**src/rtl/instr_fetch_unit.sv**
```systemverilog
// Purpose: returns the instruction at pc, from a one-entry last-fetch buffer or from instruction memory.
// Latency: buffer hit -> fetch_done 1 cycle after the request edge; miss -> 1 cycle after the ack edge.
// Backpressure: fetch_req is accepted only in IDLE; memory stalls are bounded by TIMEOUT cycles, then fetch_err.
//
// Ports:
//   clk, reset                  clock, asynchronous active-low reset
//   fetch_req, pc, flush        control-unit request, address, buffer invalidate
//   next_instr, fetch_done,     fetched word (held), completion pulse,
//   fetch_err, busy             timeout flag (held until next accepted request), not-IDLE
//   imem_req, imem_addr,        instruction memory handshake towards memory
//   imem_ack, imem_rdata        memory response
module instr_fetch_unit #(
  parameter int ADDR_WIDTH  = 4,
  parameter int INSTR_WIDTH = 8,
  parameter int TIMEOUT     = 15
) (
  input  logic                   clk,
  input  logic                   reset,
  input  logic                   fetch_req,
  input  logic [ADDR_WIDTH-1:0]  pc,
  input  logic                   flush,
  output logic [INSTR_WIDTH-1:0] next_instr,
  output logic                   fetch_done,
  output logic                   fetch_err,
  output logic                   busy,
  output logic                   imem_req,
  output logic [ADDR_WIDTH-1:0]  imem_addr,
  input  logic                   imem_ack,
  input  logic [INSTR_WIDTH-1:0] imem_rdata
);

  typedef enum logic [2:0] {IDLE, HIT, MEM, DONE, ERR} state_t;

  // Last value the counter may hold while still waiting; one more silent cycle aborts.
  localparam logic [7:0] CNT_LAST = 8'(TIMEOUT - 1);

  state_t                 state, state_nxt;
  logic [7:0]             cnt;
  logic                   buf_vld;
  logic [ADDR_WIDTH-1:0]  buf_tag;
  logic [INSTR_WIDTH-1:0] buf_dat;
  logic                   flush_pending;

  // Decoded events for the current cycle
  logic accept, hit, ack_take, time_out;

  always_ff @(posedge clk or negedge reset) begin
    if (!reset) state <= IDLE;
    else        state <= state_nxt;
  end

  always_comb begin
    state_nxt = state;
    accept    = 1'b0;
    hit       = 1'b0;
    ack_take  = 1'b0;
    time_out  = 1'b0;
    case (state)
      IDLE: begin
        if (fetch_req) begin
          accept = 1'b1;
          // A flush in the same cycle forces a fresh memory read.
          if (buf_vld && (buf_tag == pc) && !flush) begin
            hit       = 1'b1;
            state_nxt = HIT;
          end else begin
            state_nxt = MEM;
          end
        end
      end
      MEM: begin
        // Ack takes priority over the abort on the final allowed cycle.
        if (imem_ack) begin
          ack_take  = 1'b1;
          state_nxt = DONE;
        end else if (cnt == CNT_LAST) begin
          time_out  = 1'b1;
          state_nxt = ERR;
        end
      end
      HIT, DONE, ERR: state_nxt = IDLE;
      default:        state_nxt = IDLE;
    endcase
  end

  assign fetch_done = (state == HIT) || (state == DONE) || (state == ERR);
  assign busy       = (state != IDLE);

  always_ff @(posedge clk or negedge reset) begin
    if (!reset) begin
      next_instr    <= '0;
      fetch_err     <= 1'b0;
      imem_req      <= 1'b0;
      imem_addr     <= '0;
      cnt           <= '0;
      buf_vld       <= 1'b0;
      buf_tag       <= '0;
      buf_dat       <= '0;
      flush_pending <= 1'b0;
    end else begin
      if (accept) begin
        imem_addr <= pc;
        fetch_err <= 1'b0;
        cnt       <= '0;
        imem_req  <= !hit;
        // Hit data is loaded on the request edge so it is valid alongside fetch_done.
        if (hit) next_instr <= buf_dat;
      end

      if ((state == MEM) && !ack_take && !time_out) cnt <= cnt + 8'd1;

      if (ack_take) begin
        next_instr <= imem_rdata;
        buf_tag    <= imem_addr;
        buf_dat    <= imem_rdata;
        imem_req   <= 1'b0;
      end

      if (time_out) begin
        imem_req  <= 1'b0;
        fetch_err <= 1'b1;
      end

      // A flush seen at any point of the access keeps the returned word out of the buffer.
      if (flush)                            buf_vld <= 1'b0;
      else if (ack_take && !flush_pending)  buf_vld <= 1'b1;

      if (state_nxt == IDLE)                flush_pending <= 1'b0;
      else if ((state == MEM) && flush)     flush_pending <= 1'b1;
    end
  end

endmodule

```
**config.mk**
```make
export PLATFORM = sky130hd
export DESIGN_NAME = instr_fetch_unit
export DESIGN_NICKNAME = d
export VERILOG_FILES = /design/src/rtl/instr_fetch_unit.sv
export SDC_FILE = /design/constraint.sdc
export NUM_CORES = 1
export LEC_CHECK = 0
export ABC_AREA = 1
export CORE_ASPECT_RATIO = 1.2
export CORE_MARGIN = 2
export CORE_UTILIZATION = 40
export DETAILED_ROUTE_END_ITERATION = 10
export MAX_ROUTING_LAYER = met4
export SYNTH_ARGS = -nofsm -noshare
export SYNTH_HDL_FRONTEND = slang
export SYNTH_SLANG_ARGS = --single-unit
```
**constraint.sdc**
```tcl
create_clock -name clk -period 2.57 [get_ports clk]
set_clock_uncertainty 0.15 [all_clocks]
set_input_delay 0.514 -clock clk [delete_from_list [all_inputs] [get_ports clk]]
set_output_delay 0.514 -clock clk [all_outputs]
set_load 0.02 [all_outputs]
```
== Word-level counts from Yosys, hierarchy flattened ==
Cells that the tools add are included.

* Flip-flop bits (word level): 39
* Output and inout port bits: 16

* Add/subtract/negate cells: 1
* Eq/ne operators: 6
* Multiplexer cells: 29
* Reductions and logical operators: 24

{| class="wikitable"
|+ Operators by type and width
! operator !! number
|-
| 8-bit 2-to-1 mux || 5
|-
| 1-bit 2-to-1 mux || 19
|-
| 2-bit nonzero test || 6
|-
| 3-bit 2-to-1 mux || 3
|-
| 8-bit by 1-bit adder with 8-bit output (second input constant) || 1
|-
| 8-bit by 4-bit == test with 1-bit output (second input constant) || 1
|-
| 3-bit by 2-bit == test with 1-bit output (second input constant) || 2
|-
| 1-bit logical AND || 6
|-
| 3-bit logical NOT || 2
|-
| 3-bit case mux with 2 select lines || 1
|-
| 3-bit nonzero test || 2
|-
| 1-bit logical NOT || 5
|-
| 4-bit == test || 1
|-
| 3-bit by 1-bit == test with 1-bit output (second input constant) || 1
|-
| 3-bit == test (second input constant) || 1
|-
| 1-bit logical OR || 2
|-
| 2-bit 2-to-1 mux || 1
|-
| 2-bit AND reduction || 1
|}

== Depth between registers and ports, before layout ==
* Word-level depth: 10
* Mapped depth: 8
* Depth with buffers taken out: 8

== Worst setup path after synthesis ==
OpenSTA, ideal clock, no wires.

* Path kind: register to output
* From: reg state[1]
* To: out fetch_done
* Arrival time: 0.859 ns
* Setup slack: 1.047 ns
* Cell stages (with the launch flop): 3
* Buffers on the path: 0
* Cell sequence: dfrtp_1 > o21a_1 > nor2_1

* Longest elaborated chain between the ends: 3

{| class="wikitable"
|+ RTL lines
! element !! line !! text
|-
| start: declaration || 37 || <nowiki>state_t state, state_nxt;</nowiki>
|-
| start signal: assignment || 49 || <nowiki>else state <= state_nxt;</nowiki>
|-
| 3-bit by 1-bit == test with 1-bit output or 3-bit by 2-bit == test with 1-bit output (tied branches) || 86 || <nowiki>assign fetch_done = (state == HIT) || (state == DONE) || (state == ERR);</nowiki>
|-
| 1-bit logical OR || 86 ||
|-
| 1-bit logical OR * || 86 ||
|-
| end: declaration || 23 || <nowiki>output logic fetch_done,</nowiki>
|}

Every way passes the cells marked *; elsewhere a longest branch is shown, timed or not.

== Worst setup path in the final report ==
Ends and elaborated chain as after synthesis.

==> results.toml <==
[global_route]
grt_max_degree = 22
grt_pass1_vias = 1348
met1_usage_pct = 19.87
grt.total_usage_pct = 16.15
gr-total-overflow = 0
grt_antenna_before_repair = 0
met2_usage_pct = 25.30
grt_pass1_wl_um = 6154
top_usage_layer = "met2"
gr-usage-met3_pct = 4.298

[setup_path]
path_class = "reg -> out"
worstPathCellList = "o21a_1 -> nor2_1 -> clkdlybuf4s50_1"
end_kind = "output pin"
arrival_ns = 1.58
required_ns = 1.91
cp_slowest_cell = "clkdlybuf4s50_1"
critPathMaxStageDelay_ns = 0.60
cp_max_fo = 4
startpoint_type = "flip-flop"

[power]
leakage_uw = 0.001114
peakVddDrop_mv = 0.4918
power.density_nw_per_um2 = 1005

[synthesis]
ys_types = 24
ys_seq_elements = 39
syn_area_um2 = 1853
yosysTopAreaCell = "dfrtp_1"
synth_area_leaders = "dfrtp_1 53%, nand2_1 15%, o21ai_0 5.4%"
synth_compound_gate_area_share_pct = 6.482
synthAdderAreaFrac_pct = 1.350
synth.avg_cell_area_um2 = 8.866
synth-simple-area-share_pct = 30.45
ys_warn_count = 0
synth.top_cell.area_share_pct = 52.67
syn-num-nets = 228
synth_top_family_by_area = "simple AND/OR/NAND/NOR gates"
synth-seq-area-share_pct = 52.67
syn_inst = 209
synth.area.mux_share_pct = 0
yosys.area_share.xor_xnor_pct = 2.363

[floorplanning]
design.core.area_um2 = 4527
rows = 27
ios = 33
chipWidth_um = 66.13
dieArea_um2 = 5195
fp.dieH_um = 78.56
start_util_pct = 40.93

[clocking]
path_clk_slew_ns = 0.08
clk_latency_ns = 0.29
htree_levels = 2
cts_resized = 0
post_cts_buffers = 0
numCtsBuffers = 5
cts_tree = "yes"
cts_sinks = 39
cts.path.max_buffers = 2
cts.hold.buffers_added = 0
cts_root_buffer = "clkbuf_8"

[finish]
nFillCells = 444
final_common_cell = "nand2_1"
multi_input_area_um2 = 753.2
final_cell_mix = "74 x nand2_1, 39 x dfrtp_1, 31 x clkdlybuf4s50_1, 20 x o21ai_0, 19 x nand3_1"
area_growth_pct = 23.77
finish.instance_area_um2 = 2293
antenna_cells = 0
nets = 265
seq_area_um2 = 975.9
drive_above_1_share_pct = 10.12

[sta]
finalWorstSetupSlack_ns = 0.3218
fmax_ghz = 0.4448
rsz0062_at_grt = "no"
worst_slew_pin_slew_ns = 0.4139
fin_crit_sh_pct = 87.48
setup_violations = 0
slew_violations = 0
finalCriticalPeriod_ns = 2.248
setup_tns_ns = 0
hold_violations = 0
slew_headroom_pct = 72.40

[place]
place_area_um2 = 2210
dp_hpwl_um = 2605
place_congestion = 0.7352
place.port_buffers = 32
dpl_worst_slack_ns = 0.4361

[run_status]
status = "complete, no violations"

[route]
vias = 1436
vias_per_cell = 4.708
drcViolationCount = 0
drt_first_iter_violations = 95
wl_per_cell_um = 11.95
drt_first_pass_iters = 4
postRouteAntennaNets = 0
drt_wl_total_um = 3646

[job]
maxCapViolCount = 0

[worst_hold_path]
min_path_type = "in -> async"
final cells by class:
class | instances | share of cell area [%]
clock buffer | 5 | 3.001
clock inverter | 3 | 0.6547
inverter | 19 | 3.382
multi-input combinational | 147 | 32.84
sequential | 39 | 42.55
tap | 58 | 3.164
timing repair buffer | 34 | 14.40
synth_stat cells:
library cell and n:
inv_6 1, xnor2_1 2, nor2_4 2, buf_2 1, nand2_1 74, ha_1 2
nand4_1 1, nand3_1 19, buf_8 2, nand3_4 3, nor2_1 11, clkinv_2 1
a21oi_1 1, inv_1 16, nand2_4 2, nor2_8 1, xor2_1 3, buf_6 1
o21ai_0 20, dfrtp_1 39, o21a_1 2, inv_2 1, nand3b_1 1, nand2_2 3
flip-flops by register name, summed over array words and instances, names as in the netlist:
name,flops
buf_dat,8
buf_tag,4
buf_vld,1
cnt,8
fetch_err,1
flush_pending,1
imem_addr,4
imem_req,1
next_instr,8
state,3
cells by family after synthesis:
logic type / Yosys count
AOI/OAI and AO/OA: 23
xor gates and xnor gates: 5
adders and majority gates: 2
buffers and inverters: 23
DFF: 39
and+or+nand+nor: 117
through the flow:
step                hold WS (ns)  total power (µW)  utilization, %  cells
floorplan                0.06841              1598               -    209
global placement          0.3049              1932           48.81    297
detailed placement        0.3062              1936           48.81    297
CTS                      0.01060              2344           50.66    305
global route             0.03663              2484           50.66    305
finish                 0.0003300              2306           50.66    305
where the power goes:
group	internal (µW)	total, µW	leakage [µW]	switching (µW)
combinational	388	933	0.000564	545
clock	186	395	0.0000477	210
sequential	836	977	0.000503	141
total	1410	2310	0.00111	895
worst max-delay path, delay by kind of cell, from the launching register on:
kind,cells,cell delay [ns]
AO/OA/AOI/OAI,1,0.18
flip-flops,1,0.44
buffers and inverters,1,0.60
AND/OR/NAND/NOR,1,0.08
path summary, 6_finish.rpt:
check | startpoint | endpoint | slack [ns] | cells after the start
worst max-delay path | state[1] | fetch_done | 0.32 | 3
worst min-delay path | reset | next_instr[6] | 0.0003 | 1
worst max register to register | state[0] | next_instr[7] | 0.95 | 8
worst min register to register | buf_dat[6] | buf_dat[6] | 0.32 | 2
max in group asynchronous | reset | imem_req | 1.64 | 2
min in group clk | buf_dat[6] | buf_dat[6] | 0.32 | 2
metal layers:
metal  routed length [µm]  vias up
met4                   38        0
met2                 1828       24
met3                  126        2
met5                    0        -
met1                 1651      675
li1                     -      735
Power figures use the tool's default switching activity.
==> RTL edit 1 (config.mk and constraints unchanged) <==
Encoding of `state_t`: now Gray code (3 bits for 5 states).
--- a/src/rtl/instr_fetch_unit.sv
+++ b/src/rtl/instr_fetch_unit.sv
@@ -29,7 +29,7 @@
   input  logic [INSTR_WIDTH-1:0] imem_rdata
 );
 
-  typedef enum logic [2:0] {IDLE, HIT, MEM, DONE, ERR} state_t;
+  typedef enum logic [2:0] {IDLE = 3'b000, HIT = 3'b001, MEM = 3'b011, DONE = 3'b010, ERR = 3'b110} state_t;
 
   // Last value the counter may hold while still waiting; one more silent cycle aborts.
   localparam logic [7:0] CNT_LAST = 8'(TIMEOUT - 1);
Function: same outputs for any inputs over 10 cycles, from zero or initial values and one cycle with reset low; not proved beyond that.
==> RTL edit 1 against the unedited design <==
Total power is 3.5% higher. First-iteration DRC count is 64% lower. Count of clock-buffer cells in the layout is 1 higher. Sequential share of layout area is 0.39 points lower. Via count is 1.9% lower. Largest cell class unchanged. Area after synthesis is 2.9% lower. Combinational power is 3.5% lower. Routed wire length is 3.4% lower. Sequential cell count stayed put. Setup slack worse by 0.052 ns. Cell area is 0.93% higher. Highest routed layer unchanged. Register-to-register slack better by 0.04 ns. Critical endpoint unchanged.
==> RTL edit 1: results <==
set metrics [dict create \
    drive_above_1_share_pct 11.0 \
    yosysUniqueCellTypes 23 \
    worst-path-max-fanout 4 \
    grt_pass1_wl_um 6100 \
    post_cts_buffers 0 \
    cp.arrival_ns 1.64 \
    path_clk_slew_ns 0.07 \
    cpLargestDelayFamily "buffers and inverters" \
    ys_warn_count 0 \
    hold_path_class "flip-flop to flip-flop" \
    ctsHoldBuffers 1 \
    cts_buffer_depth 2 \
    synth_ff_type "dfrtp_1" \
    grt_start_max_net_pins 19 \
    via_per_inst 4.55 \
    critical-path-max-stage-delay_ns 0.60 \
    p_leak_uw 0.00120 \
    drt_pass1_iterations 4 \
    grt_usage_pct 16.3 \
    async_flop_share_pct 100 \
    antenna_found_initial 0 \
    synth_area_leaders "dfrtp_1 54%, nand2_1 17%, nand3_1 5.8%" \
    cts_root_buffer "clkbuf_8" \
    yosysSeqAreaShare_pct 54.2 \
    grt_pass1_vias 1315 \
    synth_commonest_cells "83 x nand2_1, 39 x dfrtp_1, 21 x nand3_1" \
    wl_um 3520 \
    synth_nets 231 \
    cpMaxStageDelayCell "clkdlybuf4s50_1" \
    clock_latency_ns 0.29 \
    reg_top3 "buf_dat: 8 flops, cnt: 8 flops, next_instr: 8 flops" \
    place_hpwl_um 2560 \
    place_ws_ns 0.460 \
    vdd.ir_drop.worst_mv 0.384 \
    fin_nets 272 \
    io_buffers 32 \
    numCtsBuffers 5 \
    drt-initial-drc-count 34 \
    n_antenna_cell 0 \
    globalplace.congestion 0.824 \
    outcome "finished, final reports clean" \
    htree_num_levels 2 \
    tightestPinTransition_ns 0.339 \
    cts_resized 0 \
]
==> RTL edit 1: report_power, final <==
group	internal [uW]	switching (uW)	total [uW]
logic	393	507	900
clock network	314	211	525
registers	830	130	961
total	1540	849	2390
==> RTL edit 1: path summary, 6_finish.rpt <==
path	start	end	slack [ns]	cells past startpoint
hold reg to reg	buf_dat[1]	buf_dat[1]	0.32	2
max in group asynchronous	reset	next_instr[2]	1.26	3
hold / removal	buf_dat[1]	buf_dat[1]	0.32	2
setup reg to reg	state[1]	next_instr[0]	0.99	7
min in group asynchronous	reset	buf_tag[3]	0.50	2
setup / recovery	state[1]	fetch_done	0.27	4
==> RTL edit 1: per-layer routing <==
layer	GRT usage, %	wire, um
met1	22.8	1820
met2	21.9	1490
met3	4.20	140
met4	8.13	75
met5	-	0
==> RTL edit 1: metrics by stage <==
step	util, %	cells	hold WS [ns]	cell area [um^2]	total power (uW)
2_1_floorplan	-	212	0.0684	1800	1500
3_3_place_gp	50.9	301	0.287	2190	1880
3_5_place_dp	50.9	301	0.281	2190	1880
4_1_cts	53.9	310	0.328	2310	2430
5_1_grt	53.9	310	0.338	2310	2560
6_report	53.9	310	0.323	2310	2390
==> RTL edit 1: cell families after synthesis <==
kind of cell | count (synthesis) | share of synthesized area [%]
compound gates | 17 | 4.94
buf+inv | 27 | 6.68
xor+xnor | 1 | 0.487
fa+ha+maj | 2 | 1.39
flops | 39 | 54.2
simple gates | 126 | 32.3
==> RTL edit 1: worst reg2reg max path: cells and delay by family, from the launching register on <==
family	cells	cell delay, ns
flops	1	0.46
simple gates	6	0.77
buf+inv	1	0.14
==> RTL edit 1: cell type report <==
cell class,count,area [um^2]
clock buffers,6,82.6
repair buffers,37,355
clock inverters,2,35.0
flip-flops and latches,39,976
fillers,432,1980
well taps,56,70.1
multi-input cells,146,703
inverters,24,92.6
==> RTL edit 2 (config.mk and constraints unchanged) <==
Made on the original files. Change the parameter `INSTR_WIDTH` from 8 to 6.
--- a/src/rtl/instr_fetch_unit.sv
+++ b/src/rtl/instr_fetch_unit.sv
@@ -11,7 +11,7 @@
 //   imem_ack, imem_rdata        memory response
 module instr_fetch_unit #(
   parameter int ADDR_WIDTH  = 4,
-  parameter int INSTR_WIDTH = 8,
+  parameter int INSTR_WIDTH = 6,
   parameter int TIMEOUT     = 15
 ) (
   input  logic                   clk,
Ports: changed (resized imem_rdata and next_instr); port bits go from 33 to 29. No check against the original RTL was run, so the function may have changed too.
==> RTL edit 2 against the unedited design <==
Setup slack lost 0.079 ns. Cell area decreased by 7.4%. Synthesized cell count is 3.8% lower. First-iteration DRC count down 40%. Combinational power fell by 9.8%. Sequential cell count decreased by 4. Non-clock buffer count shrank 5. Routed wire length shrank 8.0%. Area after synthesis down 8.2%. Clock power up 2%. Worst hold slack improved by 0.32 ns. Global-route usage rose by 0.25 points. Total power shrank 8.4%.
==> RTL edit 2: results <==
set metrics [dict create \
    outcome "finished, final reports clean" \
    yosysSeqAreaShare_pct 51.5 \
    grt_start_max_net_pins 36 \
    grt_pass1_wl_um 5800 \
    p_leak_uw 0.00109 \
    place_hpwl_um 2470 \
    synth_area_leaders "dfrtp_1 51%, nand2_1 17%, inv_1 4.4%" \
    fillers 446 \
    grt_usage_pct 16.4 \
    worst-path-max-fanout 2 \
    vdd.ir_drop.worst_mv 0.516 \
    place_ws_ns 0.449 \
    drt_pass1_iterations 4 \
    synth_ff_type "dfrtp_1" \
    cp.arrival_ns 1.66 \
    drive_above_1_share_pct 9.36 \
    final-instance-count-excl-fill 291 \
    synth_commonest_cells "77 x nand2_1, 35 x dfrtp_1, 20 x inv_1" \
    antenna_found_initial 0 \
    multi_input_area_um2 708 \
    place_inst 284 \
    via_per_inst 4.58 \
    synth_nets 218 \
    yosysUniqueCellTypes 26 \
    fin_nets 252 \
    placed_cell_area_um2 2040 \
    max_slew_margin_pct 70.6 \
    globalplace.congestion 0.811 \
    io_buffers 28 \
    wl_um 3360 \
    hold_path_class "flip-flop to flip-flop" \
    post_cts_buffers 0 \
    cts_buffer_depth 2 \
    grt_pass1_vias 1312 \
    reg_top3 "cnt: 8 flops, buf_dat: 6 flops, next_instr: 6 flops" \
    syn-mean-instance-area_um2 8.47 \
]
-- RTL edit 2: changes by cell type in the layout (fill, tap and decap cells not counted), moves of 3 or more --
cell             change
nand2_1              +3
nand3_1              -4
clkdlybuf4s50_1      -3
clkinv_2             -3
inv_1                +4
o21ai_0              -6
dfrtp_1              -4
-- RTL edit 2: layer usage --
metal  up-vias  share of wire [%]  global-route usage, %
met5         -                  0                      -
met4         0                1.4                   7.25
met3         7                4.1                   4.73
met2        25                 48                   27.8
met1       610                 47                   18.2
li1        692                  -                      -
-- RTL edit 2: cell type report --
cell class,count,share of cell area [%]
multi-input combinational,140,33.3
clock inverter,1,0.236
tap,56,3.30
sequential,35,41.2
inverter,24,4.48
timing repair buffer,29,13.5
clock buffer,6,3.89
-- RTL edit 2: report_power, final --
| part | switching (uW) | leakage, uW | internal [uW] | total (uW) |
|---|---|---|---|---|
| logic | 496 | 0.000590 | 347 | 842 |
| clock network | 192 | 0.0000470 | 210 | 402 |
| registers | 124 | 0.000452 | 744 | 868 |
| total | 812 | 0.00109 | 1300 | 2110 |
-- RTL edit 2: final timing paths --
kind,from,to,slack (ns),depth (start not counted)
worst min register to register,buf_dat[3],buf_dat[3],0.32,2
min in group asynchronous,reset,buf_vld,0.49,2
max in group asynchronous,reset,cnt[6],1.46,2
worst max-delay path,state[0],fetch_done,0.24,3
worst min-delay path,buf_dat[3],buf_dat[3],0.32,2
worst max register to register,state[0],next_instr[2],0.90,8
-- RTL edit 2: cells by family (layout without fill, tap and decap cells) --
kind of cell    after synthesis  in the layout  share of synthesized area, %
compound gates               18             18                          5.44
xor+xnor                      2              2                          1.03
fa+ha+maj                     2              2                          1.47
buf+inv                      26             60                          6.91
flops                        35             35                          51.5
simple gates                118            118                          33.7
